===== src/rtl/div8_pkg.sv =====
// div8_pkg
// Shared definitions for the 8088 byte-divide datapath: the sequencer step
// numbers that trigger each datapath action, the operand widths, the signed
// quotient limit, the datapath phase enum and a two's complement helper.
// Optional feature macro: DIV8_SIGNED_EN (enables IDIV handling in the top).
package div8_pkg;

  // Sequencer step indices acted upon by the datapath
  localparam logic [3:0] T_LOAD       = 4'd1;
  localparam logic [3:0] T_ITER_FIRST = 4'd2;
  localparam logic [3:0] T_ITER_LAST  = 4'd9;
  localparam logic [3:0] T_FIX        = 4'd10;
  localparam logic [3:0] T_WB         = 4'd11;

  // Operand widths: AX dividend, r/m8 divisor, partial remainder with carry bit
  localparam int DIVIDEND_W = 16;
  localparam int DIVISOR_W  = 8;
  localparam int REM_W      = 9;

  // Largest quotient magnitude IDIV accepts (range is -127..+127)
  localparam logic [DIVISOR_W-1:0] Q_LIMIT = 8'd127;

  // Datapath phase: idle between operations, busy from load to writeback
  typedef enum logic {
    PH_IDLE = 1'b0,
    PH_BUSY = 1'b1
  } phase_e;

  // Two's complement negation of a byte
  function automatic logic [DIVISOR_W-1:0] negate8(input logic [DIVISOR_W-1:0] value);
    return ~value + 8'd1;
  endfunction

endpackage


===== src/rtl/div8_step_datapath_if.sv =====
// div8_step_datapath_if
// Bundles the sequencer-facing signals of the byte-divide datapath.
//   master : the divide sequencer (drives STEP/FIN and the operands)
//   slave  : the datapath (drives QUO/REM/DERR/DONE/BUSY)
// Signals:
//   STEP[3:0]       sequencer step index, changes on negedge
//   FIN             sequencer idle flag, high only in T0
//   IS_SIGNED       1 = IDIV, 0 = DIV, sampled at T1
//   DIVIDEND[15:0]  AX operand, sampled at T1
//   DIVISOR[7:0]    r/m8 operand, sampled at T1
//   QUO[7:0]        quotient (AL)
//   REM[7:0]        remainder (AH)
//   DERR            divide error, valid with DONE
//   DONE            one-cycle completion pulse
//   BUSY            operation in progress
interface div8_step_datapath_if;
  import div8_pkg::*;

  logic [3:0]            STEP;
  logic                  FIN;
  logic                  IS_SIGNED;
  logic [DIVIDEND_W-1:0] DIVIDEND;
  logic [DIVISOR_W-1:0]  DIVISOR;
  logic [DIVISOR_W-1:0]  QUO;
  logic [DIVISOR_W-1:0]  REM;
  logic                  DERR;
  logic                  DONE;
  logic                  BUSY;

  modport master (
    output STEP, FIN, IS_SIGNED, DIVIDEND, DIVISOR,
    input  QUO, REM, DERR, DONE, BUSY
  );

  modport slave (
    input  STEP, FIN, IS_SIGNED, DIVIDEND, DIVISOR,
    output QUO, REM, DERR, DONE, BUSY
  );

endinterface


===== src/rtl/div8_restore_step.sv =====
// div8_restore_step
// One combinational restoring-division iteration. Shifts the top quotient
// bit into the partial remainder, trial-subtracts the divisor and, when the
// subtraction fits, keeps the difference and sets the new quotient LSB.
// Ports:
//   rem_i[8:0]      current partial remainder
//   quo_i[7:0]      current partial quotient (dividend low bits shifting out)
//   divisor_i[7:0]  divisor magnitude
//   rem_o[8:0]      partial remainder after this iteration
//   quo_o[7:0]      partial quotient after this iteration
module div8_restore_step
  import div8_pkg::*;
(
  input  logic [REM_W-1:0]     rem_i,
  input  logic [DIVISOR_W-1:0] quo_i,
  input  logic [DIVISOR_W-1:0] divisor_i,
  output logic [REM_W-1:0]     rem_o,
  output logic [DIVISOR_W-1:0] quo_o
);

  logic [REM_W-1:0] trial;
  logic             unusedRemMsb;

  // The remainder stays below the divisor between iterations, so its carry
  // bit never reaches the shifted trial value.
  assign unusedRemMsb = rem_i[REM_W-1];

  // Shift, compare against the zero-extended divisor, restore on failure
  always_comb begin
    trial = {rem_i[DIVISOR_W-1:0], quo_i[DIVISOR_W-1]};
    quo_o = {quo_i[DIVISOR_W-2:0], 1'b0};
    rem_o = trial;
    if (trial >= {1'b0, divisor_i}) begin
      rem_o    = trial - {1'b0, divisor_i};
      quo_o[0] = 1'b1;
    end
  end

endmodule


===== src/rtl/div8_step_datapath.sv =====
// div8_step_datapath
// Restoring-division datapath for the 8088 DIV/IDIV r/m8 byte divide. It
// follows the divide sequencer's step index and performs one action per
// rising edge: load at T1, eight restoring iterations T2..T9, sign fixup at
// T10 and writeback with a DONE pulse at T11. A divide error leaves QUO/REM
// untouched and raises DERR.
// Optional feature macro: DIV8_SIGNED_EN -- when defined, IDIV is supported
// (magnitude conversion, sign fixup, -127..+127 quotient check); otherwise
// IS_SIGNED is ignored and every operation is unsigned.
// Ports:
//   CLK   clock, all state updates on posedge
//   RST   asynchronous active-high reset
//   bus   div8_step_datapath_if.slave: STEP, FIN, IS_SIGNED, DIVIDEND,
//         DIVISOR in; QUO, REM, DERR, DONE, BUSY out
module div8_step_datapath
  import div8_pkg::*;
(
  input  logic                 CLK,
  input  logic                 RST,
  div8_step_datapath_if.slave  bus
);

  phase_e                phase_q, phase_d;
  logic [REM_W-1:0]      partRem_q, partRem_d;
  logic [DIVISOR_W-1:0]  partQuo_q, partQuo_d;
  logic [DIVISOR_W-1:0]  divisor_q, divisor_d;
  logic                  err_q, err_d;
  logic [DIVISOR_W-1:0]  quoOut_q, quoOut_d;
  logic [DIVISOR_W-1:0]  remOut_q, remOut_d;
  logic                  derr_q, derr_d;
  logic                  done_q, done_d;

  logic [DIVIDEND_W-1:0] dividendMag;
  logic [DIVISOR_W-1:0]  divisorMag;
  logic [REM_W-1:0]      stepRem;
  logic [DIVISOR_W-1:0]  stepQuo;
  logic                  inIterWindow;

`ifdef DIV8_SIGNED_EN
  logic                  signedOp_q, signedOp_d;
  logic                  negQuo_q, negQuo_d;
  logic                  negRem_q, negRem_d;

  // IDIV works on magnitudes; the signs are remembered for the T10 fixup
  always_comb begin
    dividendMag = bus.DIVIDEND;
    divisorMag  = bus.DIVISOR;
    if (bus.IS_SIGNED && bus.DIVIDEND[DIVIDEND_W-1]) begin
      dividendMag = ~bus.DIVIDEND + 16'd1;
    end
    if (bus.IS_SIGNED && bus.DIVISOR[DIVISOR_W-1]) begin
      divisorMag = negate8(bus.DIVISOR);
    end
  end
`else
  logic                  unusedIsSigned;

  // Unsigned-only build: the operands are already magnitudes
  assign unusedIsSigned = bus.IS_SIGNED;
  always_comb begin
    dividendMag = bus.DIVIDEND;
    divisorMag  = bus.DIVISOR;
  end
`endif

  // Single iteration unit shared by all eight iteration steps
  div8_restore_step uStep (
    .rem_i     (partRem_q),
    .quo_i     (partQuo_q),
    .divisor_i (divisor_q),
    .rem_o     (stepRem),
    .quo_o     (stepQuo)
  );

  assign inIterWindow = (bus.STEP >= T_ITER_FIRST) && (bus.STEP <= T_ITER_LAST);

  // State register; reset clears every output and internal register at once
  always_ff @(posedge CLK or posedge RST) begin
    if (RST) begin
      phase_q    <= PH_IDLE;
      partRem_q  <= '0;
      partQuo_q  <= '0;
      divisor_q  <= '0;
      err_q      <= 1'b0;
      quoOut_q   <= '0;
      remOut_q   <= '0;
      derr_q     <= 1'b0;
      done_q     <= 1'b0;
`ifdef DIV8_SIGNED_EN
      signedOp_q <= 1'b0;
      negQuo_q   <= 1'b0;
      negRem_q   <= 1'b0;
`endif
    end else begin
      phase_q    <= phase_d;
      partRem_q  <= partRem_d;
      partQuo_q  <= partQuo_d;
      divisor_q  <= divisor_d;
      err_q      <= err_d;
      quoOut_q   <= quoOut_d;
      remOut_q   <= remOut_d;
      derr_q     <= derr_d;
      done_q     <= done_d;
`ifdef DIV8_SIGNED_EN
      signedOp_q <= signedOp_d;
      negQuo_q   <= negQuo_d;
      negRem_q   <= negRem_d;
`endif
    end
  end

  // Next-state logic. FIN while busy aborts without touching the results;
  // a T1 always (re)loads, discarding any operation in flight. Steps outside
  // T2..T11 end the busy phase.
  always_comb begin
    phase_d    = phase_q;
    partRem_d  = partRem_q;
    partQuo_d  = partQuo_q;
    divisor_d  = divisor_q;
    err_d      = err_q;
    quoOut_d   = quoOut_q;
    remOut_d   = remOut_q;
    derr_d     = derr_q;
    done_d     = 1'b0;
`ifdef DIV8_SIGNED_EN
    signedOp_d = signedOp_q;
    negQuo_d   = negQuo_q;
    negRem_d   = negRem_q;
`endif

    if (phase_q == PH_BUSY && bus.FIN) begin
      phase_d = PH_IDLE;
    end else if (bus.STEP == T_LOAD) begin
      phase_d   = PH_BUSY;
      partRem_d = {1'b0, dividendMag[DIVIDEND_W-1:DIVISOR_W]};
      partQuo_d = dividendMag[DIVISOR_W-1:0];
      divisor_d = divisorMag;
      // A high byte at or above the divisor means the quotient overflows 8 bits
      err_d     = (divisorMag == '0) ||
                  (dividendMag[DIVIDEND_W-1:DIVISOR_W] >= divisorMag);
`ifdef DIV8_SIGNED_EN
      signedOp_d = bus.IS_SIGNED;
      negQuo_d   = bus.IS_SIGNED &&
                   (bus.DIVIDEND[DIVIDEND_W-1] ^ bus.DIVISOR[DIVISOR_W-1]);
      negRem_d   = bus.IS_SIGNED && bus.DIVIDEND[DIVIDEND_W-1];
`endif
    end else if (phase_q == PH_BUSY) begin
      if (inIterWindow) begin
        if (!err_q) begin
          partRem_d = stepRem;
          partQuo_d = stepQuo;
        end
      end else if (bus.STEP == T_FIX) begin
`ifdef DIV8_SIGNED_EN
        if (signedOp_q && !err_q) begin
          if (partQuo_q > Q_LIMIT) begin
            err_d = 1'b1;
          end else begin
            if (negQuo_q) begin
              partQuo_d = negate8(partQuo_q);
            end
            if (negRem_q) begin
              partRem_d = {1'b0, negate8(partRem_q[DIVISOR_W-1:0])};
            end
          end
        end
`endif
      end else if (bus.STEP == T_WB) begin
        // On error AX is left as it was; only DERR reports the fault
        if (!err_q) begin
          quoOut_d = partQuo_q;
          remOut_d = partRem_q[DIVISOR_W-1:0];
        end
        derr_d = err_q;
        done_d = 1'b1;
      end else begin
        phase_d = PH_IDLE;
      end
    end
  end

  assign bus.QUO  = quoOut_q;
  assign bus.REM  = remOut_q;
  assign bus.DERR = derr_q;
  assign bus.DONE = done_q;
  assign bus.BUSY = (phase_q == PH_BUSY);

endmodule


===== src/flat_wrapper.sv =====
// flat-port wrapper written by rule: the top's interface ports become plain ports
module div8_step_datapath_flat import div8_pkg::*;
  (CLK, RST, bus_STEP, bus_FIN, bus_IS_SIGNED, bus_DIVIDEND, bus_DIVISOR, bus_QUO, bus_REM, bus_DERR, bus_DONE, bus_BUSY);
  div8_step_datapath_if bus_i ();
  input  logic CLK;
  input  logic RST;
  input wire logic [$bits(bus_i.STEP)-1:0] bus_STEP;
  input wire logic [$bits(bus_i.FIN)-1:0] bus_FIN;
  input wire logic [$bits(bus_i.IS_SIGNED)-1:0] bus_IS_SIGNED;
  input wire logic [$bits(bus_i.DIVIDEND)-1:0] bus_DIVIDEND;
  input wire logic [$bits(bus_i.DIVISOR)-1:0] bus_DIVISOR;
  output wire logic [$bits(bus_i.QUO)-1:0] bus_QUO;
  output wire logic [$bits(bus_i.REM)-1:0] bus_REM;
  output wire logic [$bits(bus_i.DERR)-1:0] bus_DERR;
  output wire logic [$bits(bus_i.DONE)-1:0] bus_DONE;
  output wire logic [$bits(bus_i.BUSY)-1:0] bus_BUSY;
  assign bus_i.STEP = bus_STEP;
  assign bus_i.FIN = bus_FIN;
  assign bus_i.IS_SIGNED = bus_IS_SIGNED;
  assign bus_i.DIVIDEND = bus_DIVIDEND;
  assign bus_i.DIVISOR = bus_DIVISOR;
  assign bus_QUO = bus_i.QUO;
  assign bus_REM = bus_i.REM;
  assign bus_DERR = bus_i.DERR;
  assign bus_DONE = bus_i.DONE;
  assign bus_BUSY = bus_i.BUSY;
  div8_step_datapath u_core (.CLK(CLK), .RST(RST), .bus(bus_i));
endmodule

===== config.mk =====
export PLATFORM = sky130hd
export DESIGN_NAME = div8_step_datapath_flat
export DESIGN_NICKNAME = d
export VERILOG_FILES = /design/src/rtl/div8_pkg.sv /design/src/rtl/div8_step_datapath_if.sv /design/src/rtl/div8_restore_step.sv /design/src/rtl/div8_step_datapath.sv /design/src/flat_wrapper.sv
export SDC_FILE = /design/constraint.sdc
export NUM_CORES = 1
export LEC_CHECK = 0
export ABC_AREA = 1
export CAP_MARGIN = 20
export CORE_MARGIN = 1.5
export CORE_UTILIZATION = 25
export DETAILED_ROUTE_END_ITERATION = 8
export PLACE_DENSITY = 0.52
export SYNTH_ARGS = -nofsm -noshare
export SYNTH_HDL_FRONTEND = slang
export SYNTH_SLANG_ARGS = --single-unit

===== constraint.sdc =====
create_clock -name CLK -period 2.25 [get_ports CLK]
set_input_delay 0.225 -clock CLK [delete_from_list [all_inputs] [get_ports CLK]]
set_output_delay 0.225 -clock CLK [all_outputs]
set_load 0.005 [all_outputs]

Word level (Yosys, flattened, before mapping)
Index checks and enable logic that the tools add are counted.
{"block": "totals", "mem_bits_ro": 0, "ramBits": 0, "memories": 0, "output_inout_bits": 19, "latch_bits": 0, "elab_cells": 54, "ff_bits": 44, "input_bits": 32}
{"block": "classes", "n_mul": 0, "n_reduce_logical": 10, "bitwise_logic": 5, "n_shift": 0, "n_addsub": 1, "n_eq_ne": 4, "n_mux": 21, "n_div": 0, "magnitude_cmp": 4}
{"op": "2-to-1 mux 8 bit", "count": 9}
{"op": "2-to-1 mux 1 bit", "count": 12}
{"op": ">= comparator 9 x 8 -> 1 bit", "count": 1}
{"op": "== test 4 bit (second input constant)", "count": 2}
{"op": ">= comparator 8 bit", "count": 1}
{"op": "zero test 8 bit", "count": 1}
{"op": "subtractor 8 bit", "count": 1}
{"op": "AND reduction 7 bit", "count": 1}
{"op": "AND reduction 6 bit", "count": 1}
{"op": "NOT 1 bit", "count": 5}
{"op": "== test 4 x 1 -> 1 bit (second input constant)", "count": 1}
{"op": ">= comparator 4 x 2 -> 1 bit (second input constant)", "count": 1}
{"op": "less-or-equal comparator 4 bit (second input constant)", "count": 1}
{"op": "AND reduction 4 bit", "count": 1}
{"op": "nonzero test 2 bit", "count": 2}
{"op": "logical AND 1 bit", "count": 2}
{"op": "inequality test 2 bit (second input constant)", "count": 1}
{"op": "AND reduction 2 bit", "count": 1}
{"op": "logical OR 1 bit", "count": 1}

Longest topological paths before layout
{"block": "depth", "depth_word": 7, "mapped_depth": 14}

Modules after synthesis
A second synthesis with hierarchy kept.
{"block": "unflattened", "hier_cells": 440, "hier_area_um2": 3071.7}
{"mod": "div8_step_datapath", "cells_per_inst": 300, "area_per_inst_um2": 2322.2, "n_inst": 1}
{"mod": "div8_restore_step", "cells_per_inst": 140, "area_per_inst_um2": 749.5, "n_inst": 1}

Worst setup path before layout
Ideal clock, no wire load.
{"block": "synth_timing", "kind": "reg-to-reg", "start": "register u_core.partQuo_q[7]", "end": "register u_core.partRem_q[6]", "period_less_slack_ps": 1760, "path_slack_ps": 490, "required_time_ps": 2134, "path_stages_with_launch": 13, "setup_ps": 116, "arrival_time_ps": 1644, "path_cell_list": "dfrtp_1 -> inv_1 -> ha_1 -> fa_1 -> or2_1 -> nand2_1 -> nand2_1 -> nand2_1 -> nand2_1 -> nand3_1 -> nand3_1 -> nand2_1 -> nand2_1"}
{"block": "synth_via", "elab_chain_len": 6, "word_cells_on_any_way": 7}
{"item": "start, declared", "line": "div8_step_datapath.sv:25", "text": "logic [DIVISOR_W-1:0] partQuo_q, partQuo_d;"}
{"item": "start signal, assigned", "line": "div8_step_datapath.sv:97", "text": "partQuo_q <= partQuo_d;"}
{"item": "subtractor 8 bit / >= comparator 9 x 8 -> 1 bit (equally long branches)", "line": "div8_restore_step.sv:34, div8_restore_step.sv:33"}
{"item": "2-to-1 mux 8 bit *", "line": "div8_restore_step.sv:33", "text": "if (trial >= {1'b0, divisor_i}) begin"}
{"item": "2-to-1 mux 8 bit *", "line": "div8_step_datapath.sv:149", "text": "if (!err_q) begin"}
{"item": "2-to-1 mux 8 bit *", "line": "div8_step_datapath.sv:148", "text": "if (inIterWindow) begin"}
{"item": "2-to-1 mux 8 bit *", "line": "div8_step_datapath.sv:147", "text": "end else if (phase_q == PH_BUSY) begin"}
{"item": "2-to-1 mux 8 bit *", "line": "div8_step_datapath.sv:133", "text": "end else if (bus.STEP == T_LOAD) begin"}
{"item": "end signal, assigned", "line": "div8_step_datapath.sv:96", "text": "partRem_q <= partRem_d;"}
{"item": "end, declared", "line": "div8_step_datapath.sv:24", "text": "logic [REM_W-1:0] partRem_q, partRem_d;"}
Every way passes the cells marked *; elsewhere a longest branch is shown, timed or not. The select of a mux whose other input is x is not followed.
A chain may end at the register's enable or synchronous reset.

Final worst setup path
{"block": "layout_timing", "start": "register u_core.divisor_q[6]", "end": "register u_core.partRem_q[1]"}
{"block": "layout_via", "elab_chain_len": 6}
{"item": "start, declared", "line": "div8_step_datapath.sv:26", "text": "logic [DIVISOR_W-1:0] divisor_q, divisor_d;"}
{"item": "start signal, assigned", "line": "div8_step_datapath.sv:98", "text": "divisor_q <= divisor_d;"}
{"item": ">= comparator 9 x 8 -> 1 bit", "line": "div8_restore_step.sv:33"}
{"item": "2-to-1 mux 8 bit", "line": "div8_restore_step.sv:33"}
{"item": "2-to-1 mux 8 bit", "line": "div8_step_datapath.sv:149"}
{"item": "2-to-1 mux 8 bit", "line": "div8_step_datapath.sv:148"}
{"item": "2-to-1 mux 8 bit", "line": "div8_step_datapath.sv:147"}
{"item": "2-to-1 mux 8 bit", "line": "div8_step_datapath.sv:133"}
No other way between the ends. The select of a mux whose other input is x is not followed.

==> flow_metrics.tcl <==
set metrics [dict create \
    drtIter0Drc 137 \
    cts_num_sinks 44 \
    ant_nets 0 \
    insertion_delay_ps 300 \
    setup_viol 0 \
    grt_pass1_vias 2356 \
    syn_nets 404 \
    totalPowerFinal_mw 3.33 \
    final_cell_mix "95 x nand2_1, 54 x inv_1, 49 x clkdlybuf4s50_1" \
    finalHoldViolations 0 \
    final_cell_area_sq_um 3520 \
    dieArea_sq_um 11700 \
    end_kind "flip-flop" \
    routedWlPerCell_microns 11.6 \
    hpwlAfterDp_mm 4.85 \
    finalClockSkew_ps 4.64 \
    cts_hold_buffers 0 \
    finalMaxSlewViolations 0 \
    layout-drive-gt1-share 0.103 \
    die_h_microns 108 \
    viasPerCell 4.35 \
    met3_usage 0.0205 \
    worstPathArrival_ps 2160 \
    die_width_microns 108 \
    maxSlewHeadroom 0.711 \
    start_util 0.256 \
    critPathLaunchType "flip-flop" \
    cts_buffers 5 \
    syn_to_final_growth_pct 27.5 \
    final_common_cell "nand2_1" \
    fill_cells 1195 \
    route.detailed.drc 0 \
    num_antenna_cells 0 \
    fin_tns_setup_ps 0 \
    cts_setup_buffers 0 \
    ys_seq_area_frac 0.399 \
    grtUsageMet1 0.161 \
    grt_max_degree 45 \
    netlist_area_sq_um 2760 \
    cts_tree "yes" \
    antenna_found_initial 0 \
    fp.coreArea_sq_um 10800 \
    groute.layer.met2.usage 0.190 \
    max_freq_mhz 504 \
    cts.repair.resized 0 \
    route.vias.total 2374 \
    maxCapViolCount 0 \
    dr.pass1.iters 4 \
    num_rows 38 \
    grt_pass1_wl_mm 10.8 \
    required_ps 2430 \
    ios 51 \
    gp_congestion 0.823 \
    ys_seq_elements 44 \
    grt_setup_unrepaired "false" \
    place_ws_ps 265 \
    netlist_instances 355 \
    clock_tree.root_cell "clkbuf_8" \
    wirelength_mm 6.31 \
    period_minus_slack_ps 1980 \
    syn_avg_cell_area_sq_um 7.77 \
    grt.busiest_layer "met2" \
    hp-class "input pin to async pin" \
    placed_area_sq_um 3390 \
    htree_levels 2 \
    worst_pin_slew_ps 433 \
    clock_path_buffers 2 \
    numPortBuffers 49 \
    holdWs_ps 269 \
    fin_ws_ps 265 \
    fin_nets 454 \
    peakVddDrop_mv 0.415 \
    grt-ovfl-total 0 \
    fin_crit_sh 0.882 \
    cellLeakagePower_nw 1.73 \
    status "complete, no violations" \
    critPathKind "flip-flop to flip-flop" \
    synth_cell_types 36 \
    critPathMaxFanout 12 \
    synth_warnings 0 \
    powerDensity_nw_per_um2 947 \
    clkTransAtPathRegs_ps 80 \
    grt_usage 0.116 \
]
[cells in the mapped netlist (all sizes together)]
cell | number | area [sq um]
nand3 | 22 | 110
or2 | 2 | 12.5
o21ai | 32 | 213
nor2 | 29 | 121
nor3 | 7 | 66.3
xor2 | 2 | 17.5
o22ai | 1 | 6.26
a21oi | 16 | 83.8
nor4 | 2 | 12.5
o31ai | 1 | 7.51
ha | 16 | 200
o211ai | 7 | 52.6
nand4 | 4 | 31.3
o21a | 1 | 7.51
inv | 58 | 218
xnor2 | 1 | 8.76
fa | 1 | 20.0
nand2 | 98 | 385
nand3b | 1 | 7.51
dfrtp | 44 | 1100
clkbuf | 2 | 8.75
buf | 8 | 67.6
[cell type report]
| cell class | instances | area (sq um) | area share |
|---|---|---|---|
| multi-input combinational | 243 | 1360 | 0.388 |
| sequential | 44 | 1100 | 0.313 |
| timing repair buffer | 53 | 533 | 0.152 |
| inverter | 58 | 218 | 0.0619 |
| tap | 140 | 175 | 0.0498 |
| clock buffer | 7 | 96.3 | 0.0274 |
| clock inverter | 1 | 30.0 | 0.00854 |
[final timing paths]
| check | start | to | slack, ps | cells after the start |
|---|---|---|---|---|
| max | u_core.divisor_q[6] | u_core.partRem_q[1] | 270 | 10 |
| min | RST | u_core.bus.BUSY | 270 | 3 |
| max reg2reg | u_core.divisor_q[6] | u_core.partRem_q[1] | 270 | 10 |
| min reg2reg | u_core.bus.REM[4] | u_core.bus.REM[4] | 480 | 2 |
| max in group asynchronous | RST | u_core.bus.QUO[5] | 1770 | 3 |
| min in group CLK | u_core.bus.REM[4] | u_core.bus.REM[4] | 480 | 2 |
[flip-flops by register name, summed over array words and instances, names as in the netlist]
name              flops
u_core.bus.BUSY       1
u_core.bus.DERR       1
u_core.bus.DONE       1
u_core.bus.QUO        8
u_core.bus.REM        8
u_core.divisor_q      8
u_core.err_q          1
u_core.partQuo_q      8
u_core.partRem_q      8
[worst max-delay path, stage by stage, from the launching register on]
cell and delay, ps:
dfrtp_1 360, inv_1 60, ha_1 370, nand2_1 90, nand2_1 80, a21oi_2 180, nand4_2 350, nand2_1 170
nand3_1 90, nand2_1 70, o21ai_0 60
[layer usage]
layer	vias to the layer above	routed length [microns]
li1	1232	-
met1	1082	3140
met2	55	2830
met3	5	297
met4	0	38
met5	-	0
[where the power goes]
part	internal [mW]	switching [mW]	leakage (nW)	total, mW
Clock	0.392	0.271	0.0645	0.663
Combinational	0.631	0.932	1.10	1.56
Sequential	0.981	0.125	0.563	1.11
Total	2.00	1.33	1.73	3.33
[metrics by stage]
step	util	instances
after CTS	0.326	546
final	0.326	546
after global routing	0.326	546
after floorplan	-	355
after detailed placement	0.314	538
after global placement	0.314	538
[cell families (layout without fill, tap and decap cells)]
| kind of cell | after synthesis | in the layout | share of synthesized area |
|---|---|---|---|
| and+or+nand+nor | 165 | 165 | 0.271 |
| buffers and inverters | 68 | 119 | 0.107 |
| AOI/OAI and AO/OA | 58 | 58 | 0.134 |
| DFF | 44 | 44 | 0.399 |
| adders and majority gates | 17 | 17 | 0.0798 |
| xor gates and xnor gates | 3 | 3 | 0.00953 |
(Power assumes the default switching activity.)
